==> src/rtl/corefifo_pkg.sv <==
// Shared definitions for the COREFIFO write-side pointer logic.
// Holds the default geometry and the Gray <-> binary helpers used by the
// pointer generator and by the read-pointer decoder.
package corefifo_pkg;

    localparam int ADDRWIDTH_DEF = 3;
    localparam int PTRW          = ADDRWIDTH_DEF + 1;
    localparam int DEPTH         = 1 << ADDRWIDTH_DEF;

    // Binary to reflected Gray. This works at any width up to 32 because
    // unused upper bits stay zero.
    function automatic logic [31:0] bin2gray(input logic [31:0] b);
        return b ^ (b >> 1);
    endfunction

    // Gray to binary. Each binary bit is the XOR of all Gray bits at or
    // above it. Zero upper bits make this correct at any width up to 32.
    function automatic logic [31:0] gray2bin(input logic [31:0] g);
        logic [31:0] b;
        b = g;
        for (int i = 30; i >= 0; i--) begin
            b[i] = b[i + 1] ^ g[i];
        end
        return b;
    endfunction

endpackage

==> src/rtl/corefifo_gray2bin.sv <==
// Combinational Gray-to-binary decoder (XOR prefix chain from the MSB down).
// The top level uses it only when COREFIFO_AFULL_EN is defined, to turn the
// synchronized read pointer into a binary count operand.
module corefifo_gray2bin #(
    parameter int W = 4
) (
    input  logic [W-1:0] gray_i,
    output logic [W-1:0] bin_o
);

    // Each bin_o bit is the reduction XOR of the Gray bits from the MSB down
    // to that bit position.
    for (genvar gi = 0; gi < W; gi++) begin : g_bit
        assign bin_o[gi] = ^gray_i[W-1:gi];
    end

endmodule

==> src/rtl/corefifo_wr_ptr_gen.sv <==
// Write-domain pointer generator for the dual-clock COREFIFO.
//
// The module keeps the binary write counter (wbin). It launches a registered
// Gray copy of that counter toward the read-domain synchronizer. It compares
// that copy against the synchronized read pointer to produce a registered full
// flag.
//
// Optional feature: define COREFIFO_AFULL_EN to build the almost-full flag.
// Without the macro, afull is tied low and no decoder or subtractor is built.
module corefifo_wr_ptr_gen
    import corefifo_pkg::*;
#(
    parameter int ADDRWIDTH = 3,
    parameter int AFULL_VAL = 6
) (
    input  logic                 clk,
    input  logic                 arstn,
    input  logic                 srstn,
    input  logic                 wr_en,
    input  logic [ADDRWIDTH:0]   rptr_gray_s,
    output logic [ADDRWIDTH-1:0] waddr,
    output logic [ADDRWIDTH:0]   wptr_gray,
    output logic                 we_ram,
    output logic                 full,
    output logic                 afull,
    output logic                 wr_ack,
    output logic                 overflow
);

    localparam int PTR_W = ADDRWIDTH + 1;
    localparam int A     = ADDRWIDTH;

    logic [PTR_W-1:0] wbin_q;
    logic [PTR_W-1:0] wbin_d;
    logic [PTR_W-1:0] wgray_q;
    logic [PTR_W-1:0] wgray_d;
    logic [PTR_W-1:0] full_pattern;
    logic             full_q;
    logic             full_d;
    logic             wr_ack_q;
    logic             overflow_q;

    // A write is accepted only when the registered full flag is clear, so
    // a write that arrives in the same cycle the reader frees space is still
    // rejected.
    assign we_ram = wr_en & ~full_q;
    assign waddr  = wbin_q[ADDRWIDTH-1:0];

    // The next binary pointer wraps naturally at 2**PTR_W. Its Gray form is
    // what the launch register will hold next.
    assign wbin_d  = wbin_q + {{(PTR_W-1){1'b0}}, we_ram};
    assign wgray_d = PTR_W'(bin2gray(32'(wbin_d)));

    // The FIFO is full when the write pointer is exactly one lap ahead of the
    // read pointer. In Gray code, that means the top two bits are inverted and
    // the remaining bits are equal.
    assign full_pattern = {~rptr_gray_s[A:A-1], rptr_gray_s[A-2:0]};
    assign full_d       = (wgray_d == full_pattern);

    // Counter, Gray launch register and status flags. The synchronous reset
    // takes priority over any write in the same cycle.
    always_ff @(posedge clk or negedge arstn) begin
        if (!arstn) begin
            wbin_q     <= '0;
            wgray_q    <= '0;
            full_q     <= 1'b0;
            wr_ack_q   <= 1'b0;
            overflow_q <= 1'b0;
        end else if (!srstn) begin
            wbin_q     <= '0;
            wgray_q    <= '0;
            full_q     <= 1'b0;
            wr_ack_q   <= 1'b0;
            overflow_q <= 1'b0;
        end else begin
            wbin_q     <= wbin_d;
            wgray_q    <= wgray_d;
            full_q     <= full_d;
            wr_ack_q   <= we_ram;
            overflow_q <= wr_en & full_q;
        end
    end

    assign wptr_gray = wgray_q;
    assign full      = full_q;
    assign wr_ack    = wr_ack_q;
    assign overflow  = overflow_q;

`ifdef COREFIFO_AFULL_EN
    logic [PTR_W-1:0] rbin;
    logic [PTR_W-1:0] wcnt;
    logic             afull_q;
    logic             afull_d;

    corefifo_gray2bin #(
        .W      (PTR_W)
    ) u_rptr_g2b (
        .gray_i (rptr_gray_s),
        .bin_o  (rbin)
    );

    // The occupancy is computed modulo 2**PTR_W. It uses the post-write
    // pointer, so afull rises in the same cycle as full or earlier.
    assign wcnt    = wbin_d - rbin;
    assign afull_d = (wcnt >= PTR_W'(AFULL_VAL));

    // Register the almost-full flag, using the same reset scheme as the main
    // flags.
    always_ff @(posedge clk or negedge arstn) begin
        if (!arstn) begin
            afull_q <= 1'b0;
        end else if (!srstn) begin
            afull_q <= 1'b0;
        end else begin
            afull_q <= afull_d;
        end
    end

    assign afull = afull_q;
`else
    assign afull = 1'b0;
`endif

endmodule
==> config.mk <==
export PLATFORM = sky130hd
export DESIGN_NAME = corefifo_wr_ptr_gen
export DESIGN_NICKNAME = d
export VERILOG_FILES = /design/src/rtl/corefifo_pkg.sv /design/src/rtl/corefifo_gray2bin.sv /design/src/rtl/corefifo_wr_ptr_gen.sv
export SDC_FILE = /design/constraint.sdc
export NUM_CORES = 1
export LEC_CHECK = 0
export CAP_MARGIN = 25
export CORE_AREA = 3 3 40 42
export CTS_CLUSTER_SIZE = 25
export DETAILED_ROUTE_END_ITERATION = 8
export DIE_AREA = 0 0 43 45
export PLACE_DENSITY_LB_ADDON = 0.3
export SLEW_MARGIN = 10
export SYNTH_ARGS = -nofsm -noshare
export SYNTH_HDL_FRONTEND = slang
export SYNTH_SLANG_ARGS = --single-unit
export TNS_END_PERCENT = 10
==> constraint.sdc <==
create_clock -name clk -period 4.5 [get_ports clk]
set_input_delay 0.9 -clock clk [delete_from_list [all_inputs] [get_ports clk]]
set_output_delay 0.9 -clock clk [all_outputs]
set_load 0.02 [all_outputs]
After elaboration in Yosys (flattened, before gate mapping)

Index checks and enable logic that the tools add are counted.

Flip-flop bits (word level): 11
Bits in latches: 0
Memory bits (writable): 0
ROM bits: 0
Input bits: 8
Output and inout bits: 12
Word-level logic and storage cells: 17
Memories kept: 0

Add/sub/neg operators: 1
Multipliers: 0
Div/mod/pow operators: 0
Magnitude comparators: 0
Equality and inequality tests: 1
Shifts and indexed selects: 0
Muxes and demuxes: 5
Bitwise logic cells: 5
Reductions and logical operators: 0

Operators by type and width:

| kind        | number |
|---|---|
| $mux 4      | 2 |
| $add 4x1->4 | 1 |
| $eq 4x4->1  | 1 |
| $xor 4x3->4 | 1 |
| $mux 1      | 3 |
| $and 1x1->1 | 2 |
| $not 2->2   | 1 |
| $not 1->1   | 1 |

Depth between registers and ports, before layout

Gate-level depths: netlist of the first run.

Word-level depth: 6
Mapped depth: 6
Depth with buffers taken out: 6

Least setup slack after synthesis of the first run

Ideal clock, no wire load.

Kind: input to register
From: input port wr_en
To: register full_q (netlist: full)
Setup time: 95 ps
Arrival time: 2,501 ps
Required time: 4,405 ps
Slack: 1,904 ps
Cell stages on the path: 6
Buffers on the path: 0
Cell sequence: nor2b_1 > ha_1 > ha_1 > xnor3_1 > nand2_1 > nor4b_2

Cells in the longest elaborated chain, start to end: 5

Ends and longest elaborated chain:

| element              | RTL line                  | text |
|---|---|---|
| from (decl)          | corefifo_wr_ptr_gen.sv:19 | `input logic wr_en,` |
| $and 1x1->1          | corefifo_wr_ptr_gen.sv:46 | `assign we_ram = wr_en & ~full_q;` |
| $add 4x1->4          | corefifo_wr_ptr_gen.sv:51 | `assign wbin_d = wbin_q + {{(PTR_W-1){1'b0}}, we_ram};` |
| $xor 4x3->4          | corefifo_pkg.sv:13        | `return b ^ (b >> 1);` |
| $eq 4x4->1           | corefifo_wr_ptr_gen.sv:58 | `assign full_d = (wgray_d == full_pattern);` |
| $mux 1               | corefifo_wr_ptr_gen.sv:69 | `end else if (!srstn) begin` |
| to (signal assigned) | corefifo_wr_ptr_gen.sv:78 | `full_q <= full_d;` |
| to (decl)            | corefifo_wr_ptr_gen.sv:38 | `logic full_q;` |

No other way between the ends.

Worst setup path in the final report of the first run

From: input port wr_en
To: output port we_ram

Cells in the longest elaborated chain, start to end: 1

Ends and longest elaborated chain:

| element     | RTL line                  | text |
|---|---|---|
| $and 1x1->1 | corefifo_wr_ptr_gen.sv:46 |  |
| to (decl)   | corefifo_wr_ptr_gen.sv:23 | `output logic we_ram,` |

No other way between the ends.

==> impl_summary.log, run 1 <==
[metrics] Placement Rows: 13
[metrics] Internal Power: 0.168 mW
[metrics] initial antenna violation count: 0
[metrics] synthesized netlist net count: 51
[metrics] CTS Root Cell: clkbuf_4
[metrics] pwr/cell area: 304 mW/mm^2
[metrics] area of the core: approximately 0.0013 sq mm
[metrics] total number of yosys warnings: 0
[metrics] unrepaired setup endpoints after global routing: no
[metrics] count of inserted antenna diode cells: 0
[metrics] total routing usage reported by global routing: 10.4%
[metrics] category of the worst setup path launch point: primary input
[metrics] P&R area growth vs syn: 40.1%
[metrics] layout cell share with drive strength beyond 1: roughly 8.2%
[metrics] share of power burned in registers: about 44%
[metrics] post-CTS clock slew at the launch and capture registers of the worst setup and hold paths: around 0.060 ns
[metrics] Inserted Clock Buffers: 3
[metrics] summed negative setup slack over all endpoints: 0 ns
[metrics] # nets final: 73
[metrics] class of the worst hold path: reg2reg
[metrics] Via Count: between 300 and 400
[metrics] number of vias per cell after detailed routing: 4.78
[metrics] portion of the clock cycle consumed by the worst path in the final layout: 68.7%
[metrics] net switching component of the power: 0.0594 mW
[metrics] met3 usage: between 3 and 4%
[metrics] non-filler cells, final: between 70 and 80
[metrics] violation count after the first detailed-route iteration: 0
[metrics] arrival time worst endpoint: 2.19 ns
[metrics] detailed-route wire length per cell: ~11 um
[metrics] Port-buffer cells: 18
[metrics] data required time of the critical path: 3.60 ns
[metrics] HPWL after DPL: 694 um
[metrics] quantity of hold-fixing buffers added after cts: 0
[metrics] proportion of synthesized chip area in sequential cells: 46.9%
[metrics] Max Root-Sink Buffers: 2
[metrics] Max-Cap Viols: 0
[metrics] busiest layer in global routing: met2
[metrics] path type of the worst setup path: in2out
[metrics] via count of the first global-routing pass: 341
[metrics] final WL: 861 um
[metrics] most common library cell in the layout ignoring fill and taps: clkdlybuf4s50_1
[metrics] netlist area before placement: approximately 530 sq um
[metrics] leading cell types in the layout, fill and taps excluded: clkdlybuf4s50_1, dfrtp_1, and2_1
[metrics] Netlist cell types: 17
[metrics] Lkg Pwr: about 0.35 nW
[metrics] maximum number of pins on one net before global-route repair: 11
[metrics] DRC errors left: 0
[metrics] H-Tree Level Count: 1
[metrics] fraction of power spent switching nets: 26.1%
[metrics] Max rail drop VDD: between 0.0001 and 0.00015 V
[metrics] residual antenna-violating net count after detailed routing: 0
[metrics] Worst setup EP type: output port
[metrics] Initial Util: 41.5%
[metrics] average instance area after synthesis: 13.0 sq um
[metrics] global-route wire length before repair: approximately 1400 um
[metrics] clock share of power: 25.4%
[metrics] maximum clock frequency: roughly 320 MHz
[metrics] run status: completed
[metrics] fraction of met1 tracks used by global routing: 11.1%
[metrics] power share of the combinational group: 30.6%
[metrics] Final Max Tran Viols: 0
[metrics] number of buffers added for setup after CTS: 0
[metrics] number of register bits inferred by synthesis: 10
[metrics] # placed instances: 73
[metrics] Initial DRT Pass Iterations: 1
[metrics] number of placed I/O pins: 20
[metrics] final-report setup violation count: 0
[metrics] quantity of gates resized following cts: 0
[metrics] worst clock skew: between 0.0006 and 0.0007 ns
[metrics] final hold violation count: 0
[metrics] DIE HEIGHT: roughly 45 um
[metrics] horizontal die dimension: about 43 um
[metrics] largest fanout of any net on the critical path: 3
[metrics] overall overflow remaining after global route: 0
[metrics] total design power: between 0.2 and 0.25 mW
[metrics] Die Outline Area: 0.00194 sq mm
[metrics] clock period minus final worst setup slack: 3.09 ns
[metrics] met2 Usage GRT: 18.0%
[metrics] Worst R2R Setup Slack: 2.55 ns
[metrics] clock tree from TritonCTS: yes
[metrics] global placement routability congestion: approximately 0.77
[metrics] Sink Count: 10
[metrics] source-to-sink clock delay at the later pin of the worst-skew pair: ~0.26 ns
[metrics] post-synthesis instance total: 41
[area by class of cell]
cell class                 instances  area (sq um)
fill                             116           538
tap                               15          18.8
multi-input combinational         30           275
sequential                        10           250
clock buffer                       3          22.5
timing repair buffer              18           180
[layer usage]
metal | vias to the layer above | share of wire, %
li1 | 176 | -
met1 | 166 | 39
met2 | 17 | 50
met3 | 4 | 8.9
met4 | 0 | 1.6
met5 | - | 0
[cells in the mapped netlist, drive strengths merged]
master	instances	area share (%)
dfrtp	10	47
and2	6	7.0
xnor2	5	8.2
nand2	3	2.1
ha	2	4.7
nor2	2	1.4
xnor3	2	8.5
xor2	2	3.3
a21boi	1	3.5
and3	1	1.2
and3b	1	1.6
buf	1	1.4
conb	1	0.70
nand3	1	0.94
nor2b	1	1.2
nor4b	1	2.8
xor3	1	4.5
[sequential cells by signal (all words and copies together), names as in the netlist]
register and cells:
wptr_gray 3, wr_ack 1, overflow 1, wbin_q 4, full 1
[final timing paths]
path | endpoint | start | cells past startpoint
worst min register to register | wr_ack$_DFF_PN0_ | full$_DFF_PN0_ | 1
worst max-delay path | we_ram | wr_en | 3
worst max register to register | full$_DFF_PN0_ | full$_DFF_PN0_ | 6
min in group asynchronous | wbin_q[1]$_DFF_PN0_ | arstn | 1
max in group asynchronous | wbin_q[0]$_DFF_PN0_ | arstn | 1
worst min-delay path | wr_ack$_DFF_PN0_ | full$_DFF_PN0_ | 1
[cell families after synthesis]
family	after synthesis	share of synthesized area [%]
other	1	0.704
buffers and inverters	1	1.41
adder cells (fa/ha/maj)	2	4.69
AO/OA/AOI/OAI	1	3.52
AND/OR/NAND/NOR	16	18.3
XOR/XNOR	10	24.4
flip-flops	10	46.9
[stage by stage]
step	hold slack, ns	utilization [%]	area [sq um]	setup WS (ns)
floorplan	0.564	-	533	1.90
global placement	0.461	56.4	724	1.42
detailed placement	0.459	56.4	724	1.41
CTS	0.469	58.1	747	1.40
global route	0.502	58.1	747	1.33
finish	0.468	58.1	747	1.41
[power by group through the flow]
stage	Sequential (mW)	Clock [mW]	Combinational [mW]
finish	0.100	0.0576	0.0694
global route	0.101	0.0618	0.0747
CTS	0.100	0.0601	0.0705
detailed placement	0.102	0	0.0701
global placement	0.101	0	0.0690
floorplan	0.110	0	0.0352
[critical path: stages]
cell,delay [ns]
clkdlybuf4s50_1,0.48
nor2b_1,0.18
clkdlybuf4s50_1,0.63
(Power assumes the default switching activity.)
==> run 2, diff against run 1 <==
--- a/config.mk
+++ b/config.mk
@@ -6,10 +6,10 @@
 export NUM_CORES = 1
 export LEC_CHECK = 0
 export CAP_MARGIN = 25
-export CORE_AREA = 3 3 40 42
+export CORE_MARGIN = 3
+export CORE_UTILIZATION = 37
 export CTS_CLUSTER_SIZE = 25
 export DETAILED_ROUTE_END_ITERATION = 8
-export DIE_AREA = 0 0 43 45
 export PLACE_DENSITY_LB_ADDON = 0.3
 export SLEW_MARGIN = 10
 export SYNTH_ARGS = -nofsm -noshare
==> constraint.sdc (replaced) <==
create_clock -name clk -period 2.7 [get_ports clk]
set_input_delay 0.54 -clock clk [delete_from_list [all_inputs] [get_ports clk]]
set_output_delay 0.54 -clock clk [all_outputs]
set_load 0.02 [all_outputs]
==> run 2 against run 1 <==
Net effect:
- setup slack got worse by 1.1 ns
- clock power rose by 130%
- final area grew 3.9%
- critical endpoint unchanged
==> impl_summary.log, run 2 (same netlist as run 1, synthesis figures left out) <==
[metrics] H-Tree Level Count: 1
[metrics] Worst R2R Setup Slack: 0.86 ns
[metrics] category of cells accounting for the largest share of critical-path delay: buffers and inverters
[metrics] Via Count: 362
[metrics] Initial DRT Pass Iterations: 2
[metrics] Crit Reg-Reg Endpoint: full$_DFF_PN0_
[metrics] quantity of gates resized following cts: 0
[metrics] final hold violation count: 0
[metrics] total design power: 0.418 mW
[metrics] class of the worst hold path: reg2reg
[metrics] number of buffers added for setup after CTS: 0
[metrics] path type of the worst setup path: in2out
[metrics] layout filler cell count: 120
[metrics] clock tree from TritonCTS: yes
[metrics] Initial Util: 40.0%
[metrics] max incr delay on CP: 0.64 ns
[metrics] DRC errors left: 0
[metrics] initial antenna violation count: 0
[metrics] Worst setup EP type: output port
[metrics] # nets final: 75
[metrics] source-to-sink clock delay at the later pin of the worst-skew pair: 0.26 ns
[metrics] category of the worst setup path launch point: primary input
[metrics] worst path bufs/invs: 2
[metrics] destination of the worst hold path: wr_ack$_DFF_PN0_
[metrics] cell depth of the worst min-delay path: 1
[metrics] Max stage delay cell, worst path: clkdlybuf4s50_1
[metrics] FF-to-FF path depth: 6
[metrics] number of vias per cell after detailed routing: 4.58
[metrics] area of the core: 0.00133 sq mm
[metrics] Port-buffer cells: 18
[metrics] HPWL after DPL: 730 um
[metrics] DIE HEIGHT: around 44 um
[metrics] largest fanout of any net on the critical path: 3
[metrics] total routing usage reported by global routing: 11.3%
[metrics] worst clock skew: between 0.003 and 0.004 ns
[metrics] global-route wire length before repair: 1500 um
[metrics] global placement routability congestion: 0.674
[metrics] Max Root-Sink Buffers: 2
[metrics] final WL: 872 um
[metrics] residual antenna-violating net count after detailed routing: 0
[metrics] launch point of the worst reg-to-reg path: full$_DFF_PN0_
[metrics] number of placed I/O pins: 20
[metrics] data required time of the critical path: between 2 and 2.5 ns
[metrics] via count of the first global-routing pass: between 300 and 400
[metrics] portion of the clock cycle consumed by the worst path in the final layout: about nine tenths
[metrics] violation count after the first detailed-route iteration: 1
[metrics] Final Max Tran Viols: 0
[metrics] unrepaired setup endpoints after global routing: no
[metrics] quantity of hold-fixing buffers added after cts: 0
[metrics] Sink Count: 10
[metrics] pwr/cell area: approximately 540 mW/mm^2
[metrics] post-CTS clock slew at the launch and capture registers of the worst setup and hold paths: 0.06 ns
[metrics] max FFs per register: 4
[metrics] horizontal die dimension: 44.0 um
[metrics] most common library cell in the layout ignoring fill and taps: clkdlybuf4s50_1
[metrics] layout cell share with drive strength beyond 1: 12.5%
[metrics] Placement Rows: 13
[metrics] P&R area growth vs syn: 45.5%
[metrics] count of inserted antenna diode cells: 0
[metrics] arrival time worst endpoint: between 1.5 and 2 ns
[metrics] CTS Root Cell: clkbuf_4
[metrics] Max-Cap Viols: 0
[metrics] maximum clock frequency: 419 MHz
[metrics] leading cell types in the layout, fill and taps excluded: clkdlybuf4s50_1, dfrtp_1, and2_1
[metrics] Inserted Clock Buffers: 3
[metrics] run status: completed
[metrics] Critical Path Most Common Cell: clkdlybuf4s50_1
[metrics] maximum number of pins on one net before global-route repair: 11
[metrics] Lkg Pwr: 0.371 nW
[metrics] register bank with the most flops: wbin_q
[metrics] summed negative setup slack over all endpoints: 0 ns
[metrics] detailed-route wire length per cell: 11.0 um
[metrics] Critical Path, Cell by Cell: clkdlybuf4s50_1 -> nor2b_1 -> clkdlybuf4s50_1
[metrics] final-report setup violation count: 0
[metrics] clock period minus final worst setup slack: 2.39 ns
[metrics] worst min-delay path startpoint: full$_DFF_PN0_
[metrics] Die Outline Area: 0.00193 sq mm
[metrics] overall overflow remaining after global route: 0
[metrics] Max rail drop VDD: 0.000348 V
==> run 2: layout make-up <==
class                      count  area (sq um)  area share (%)
clock buffer                   4          36.3            4.68
timing repair buffer          20           195            25.2
multi-input combinational     30           275            35.5
sequential                    10           250            32.3
tap                           15          18.8            2.42
==> run 2: how the worst max path moves through the flow <==
stage               slack (ns)        endpoint  cells past startpoint  start
floorplan                 0.46  full$_DFF_PN0_                      6  wr_en
global placement          0.20  full$_DFF_PN0_                      7  wr_en
finish                    0.31          we_ram                      3  wr_en
CTS                       0.30          we_ram                      3  wr_en
detailed placement        0.20  full$_DFF_PN0_                      7  wr_en
global route              0.19          we_ram                      3  wr_en
==> run 2: layer usage <==
| layer | part of all wire, % | global-route usage (%) | vias up | routed length (um) |
|---|---|---|---|---|
| met5 | 0 | 0 | - | 0 |
| met4 | 1.1 | 5.42 | 0 | 10 |
| met3 | 6.5 | 4.15 | 2 | 57 |
| met2 | 51 | 18.6 | 15 | 443 |
| met1 | 41 | 12.7 | 163 | 360 |
| li1 | - | - | 182 | - |
==> run 2: per-stage QoR <==
step	area [sq um]	util, %	hold WS, ns	setup slack, ns	cells
final	776	58.2	0.474	0.312	79
after global routing	776	58.2	0.510	0.191	79
after CTS	776	58.2	0.479	0.305	79
after detailed placement	739	55.4	0.468	0.197	75
after global placement	739	55.4	0.460	0.203	75
after floorplan	533	-	0.244	0.464	41
==> run 2: report_power, final <==
group	switching, mW	internal, mW	leakage, nW
sequential	0.00607	0.160	0.135
clock	0.0511	0.0818	0.0210
combinational	0.0485	0.0697	0.215
total	0.106	0.312	0.371
==> run 2: worst reg2reg max path: cells and delay by family, from the launching register on <==
family                   cells  cell delay (ns)
AND/OR/NAND/NOR              3             0.45
adder cells (fa/ha/maj)      2             0.50
XOR/XNOR                     1             0.40
flip-flops                   1             0.40
==> run 3, diff against run 2 <==
--- a/config.mk
+++ b/config.mk
@@ -6,8 +6,10 @@
 export NUM_CORES = 1
 export LEC_CHECK = 0
 export CAP_MARGIN = 25
+export CELL_PAD_IN_SITES_DETAIL_PLACEMENT = 0
+export CELL_PAD_IN_SITES_GLOBAL_PLACEMENT = 1
 export CORE_MARGIN = 3
-export CORE_UTILIZATION = 37
+export CORE_UTILIZATION = 29
 export CTS_CLUSTER_SIZE = 25
 export DETAILED_ROUTE_END_ITERATION = 8
 export PLACE_DENSITY_LB_ADDON = 0.3
==> run 3 against run 2 <==
Net effect:
- sequential power about the same
- maximum frequency up 0.55%
- utilization down 9.3 points
- flip-flop and latch count is the same
- power down 0.19%
- clock skew increased by 0.0041 ns
- combinational power is essentially flat
- via count shrank 2.8%
- critical path type unchanged
- largest cell class unchanged
==> impl_summary.log, run 3 (same netlist as run 1, synthesis figures left out) <==
[metrics] run status: completed
[metrics] leading cell types in the layout, fill and taps excluded: clkdlybuf4s50_1, dfrtp_1, and2_1
[metrics] data required time of the critical path: 2.16 ns
[metrics] maximum clock frequency: 421 MHz
[metrics] horizontal die dimension: 48.9 um
[metrics] category of the worst setup path launch point: primary input
[metrics] number of buffers added for setup after CTS: 0
[metrics] initial antenna violation count: 0
[metrics] DRC errors left: 0
[metrics] Initial Util: 33.1%
[metrics] clock tree from TritonCTS: yes
[metrics] Sink Count: 10
[metrics] Final Max Tran Viols: 0
[metrics] post-CTS clock slew at the launch and capture registers of the worst setup and hold paths: 0.07 ns
[metrics] final WL: between 900 and 1000 um
[metrics] via count of the first global-routing pass: 354
[metrics] overall overflow remaining after global route: 0
[metrics] maximum number of pins on one net before global-route repair: 11
[metrics] worst clock skew: 0.00773 ns
[metrics] violation count after the first detailed-route iteration: 2
[metrics] largest fanout of any net on the critical path: 3
[metrics] Die Outline Area: 0.00239 sq mm
[metrics] number of placed I/O pins: 20
[metrics] Inserted Clock Buffers: 3
[metrics] P&R area growth vs syn: 47.7%
[metrics] fraction of power spent switching nets: 25.2%
[metrics] power share of the combinational group: 28.3%
[metrics] Port-buffer cells: 18
[metrics] global placement routability congestion: approximately 0.7
[metrics] unrepaired setup endpoints after global routing: no
[metrics] Internal Power: 0.312 mW
[metrics] DIE HEIGHT: 48.9 um
[metrics] register cell area after layout: between 200 and 300 sq um
[metrics] final hold violation count: 0
[metrics] Lkg Pwr: 0.371 nW
[metrics] layout filler cell count: 161
[metrics] Max Root-Sink Buffers: 2
[metrics] non-filler cells, final: 88
[metrics] Max-Cap Viols: 0
[metrics] Max rail drop VDD: 0.000303 V
[metrics] path type of the worst setup path: in2out
[metrics] register bank with the most flops: wbin_q
[metrics] CTS Root Cell: clkbuf_4
[metrics] HPWL after DPL: 756 um
[metrics] number of vias per cell after detailed routing: 4.00
[metrics] area of the core: 0.00161 sq mm
[metrics] clock period minus final worst setup slack: 2.38 ns
[metrics] total routing usage reported by global routing: under 10%
[metrics] global-route wire length before repair: around 1600 um
[metrics] clock share of power: 31.8%
[metrics] # nets final: 75
[metrics] portion of the clock cycle consumed by the worst path in the final layout: 88.0%
[metrics] post-route cell area: 787 sq um
[metrics] most common library cell in the layout ignoring fill and taps: clkdlybuf4s50_1
[metrics] cell area reported after detailed placement: about 750 sq um
[metrics] Via Count: 352
[metrics] H-Tree Level Count: 1
[metrics] pwr/cell area: 530 mW/mm^2
[metrics] detailed-route wire length per cell: 10.3 um
[metrics] Placement Rows: 14
[metrics] quantity of hold-fixing buffers added after cts: 0
[metrics] quantity of gates resized following cts: 0
[metrics] share of power burned in registers: 39.9%
[metrics] Worst setup EP type: output port
[metrics] class of the worst hold path: reg2reg
[metrics] summed negative setup slack over all endpoints: 0 ns
[metrics] net switching component of the power: approximately 0.11 mW
[metrics] final-report setup violation count: 0
[metrics] Final Core Density: 48.8%
[metrics] layout cell share with drive strength beyond 1: ~13%
[metrics] Initial DRT Pass Iterations: 2
[metrics] arrival time worst endpoint: around 1.8 ns
[metrics] # placed instances: 84
[metrics] multi-input combinational cell area: between 200 and 300 sq um
[metrics] residual antenna-violating net count after detailed routing: 0
[metrics] count of inserted antenna diode cells: 0
[metrics] max FFs per register: 4
[metrics] source-to-sink clock delay at the later pin of the worst-skew pair: 0.26 ns
[metrics] total design power: between 0.4 and 0.5 mW
run 3: cell counts in the layout (fill, tap and decap cells not counted):
No cell type changed its count.
run 3: critical path, cell delays in order:
cell and delay, ns:
clkdlybuf4s50_1 0.49, nor2b_1 0.18, clkdlybuf4s50_1 0.63
run 3: per-stage QoR:
stage	worst slack, ns	hold WS (ns)
2_1_floorplan	0.464	0.244
3_3_place_gp	0.194	0.477
3_5_place_dp	0.150	0.486
4_1_cts	0.311	0.505
5_1_grt	0.263	0.518
6_report	0.324	0.495
run 3: layout make-up:
cell class / count / area share, %
tap: 24 / 3.82
multi-input combinational: 30 / 35.0
clock buffer: 4 / 4.61
sequential: 10 / 31.8
timing repair buffer: 20 / 24.8
run 3: routing by layer:
layer	wire length [um]	vias to the layer above	GRT usage, %
li1	-	177	-
met1	362	160	9.73
met2	463	15	14.5
met3	84	0	5.81
met4	0	0	1.42
met5	0	-	0
run 3: final timing paths:
kind | slack, ns | from | end | cells past startpoint
max in group asynchronous | 1.82 | arstn | overflow$_DFF_PN0_ | 1
min in group asynchronous | 0.58 | arstn | full$_DFF_PN0_ | 1
worst max register to register | 0.85 | full$_DFF_PN0_ | full$_DFF_PN0_ | 6
worst min register to register | 0.50 | full$_DFF_PN0_ | wr_ack$_DFF_PN0_ | 1
worst max-delay path | 0.32 | wr_en | we_ram | 3
worst min-delay path | 0.50 | full$_DFF_PN0_ | wr_ack$_DFF_PN0_ | 1
run 3: power by group through the flow:
| stage | clock network [mW] | logic, mW | registers [mW] |
|---|---|---|---|
| after floorplan | 0 | 0.0586 | 0.183 |
| after global placement | 0 | 0.119 | 0.169 |
| after detailed placement | 0 | 0.121 | 0.170 |
| after CTS | 0.137 | 0.120 | 0.167 |
| after global routing | 0.143 | 0.128 | 0.168 |
| final | 0.132 | 0.118 | 0.166 |
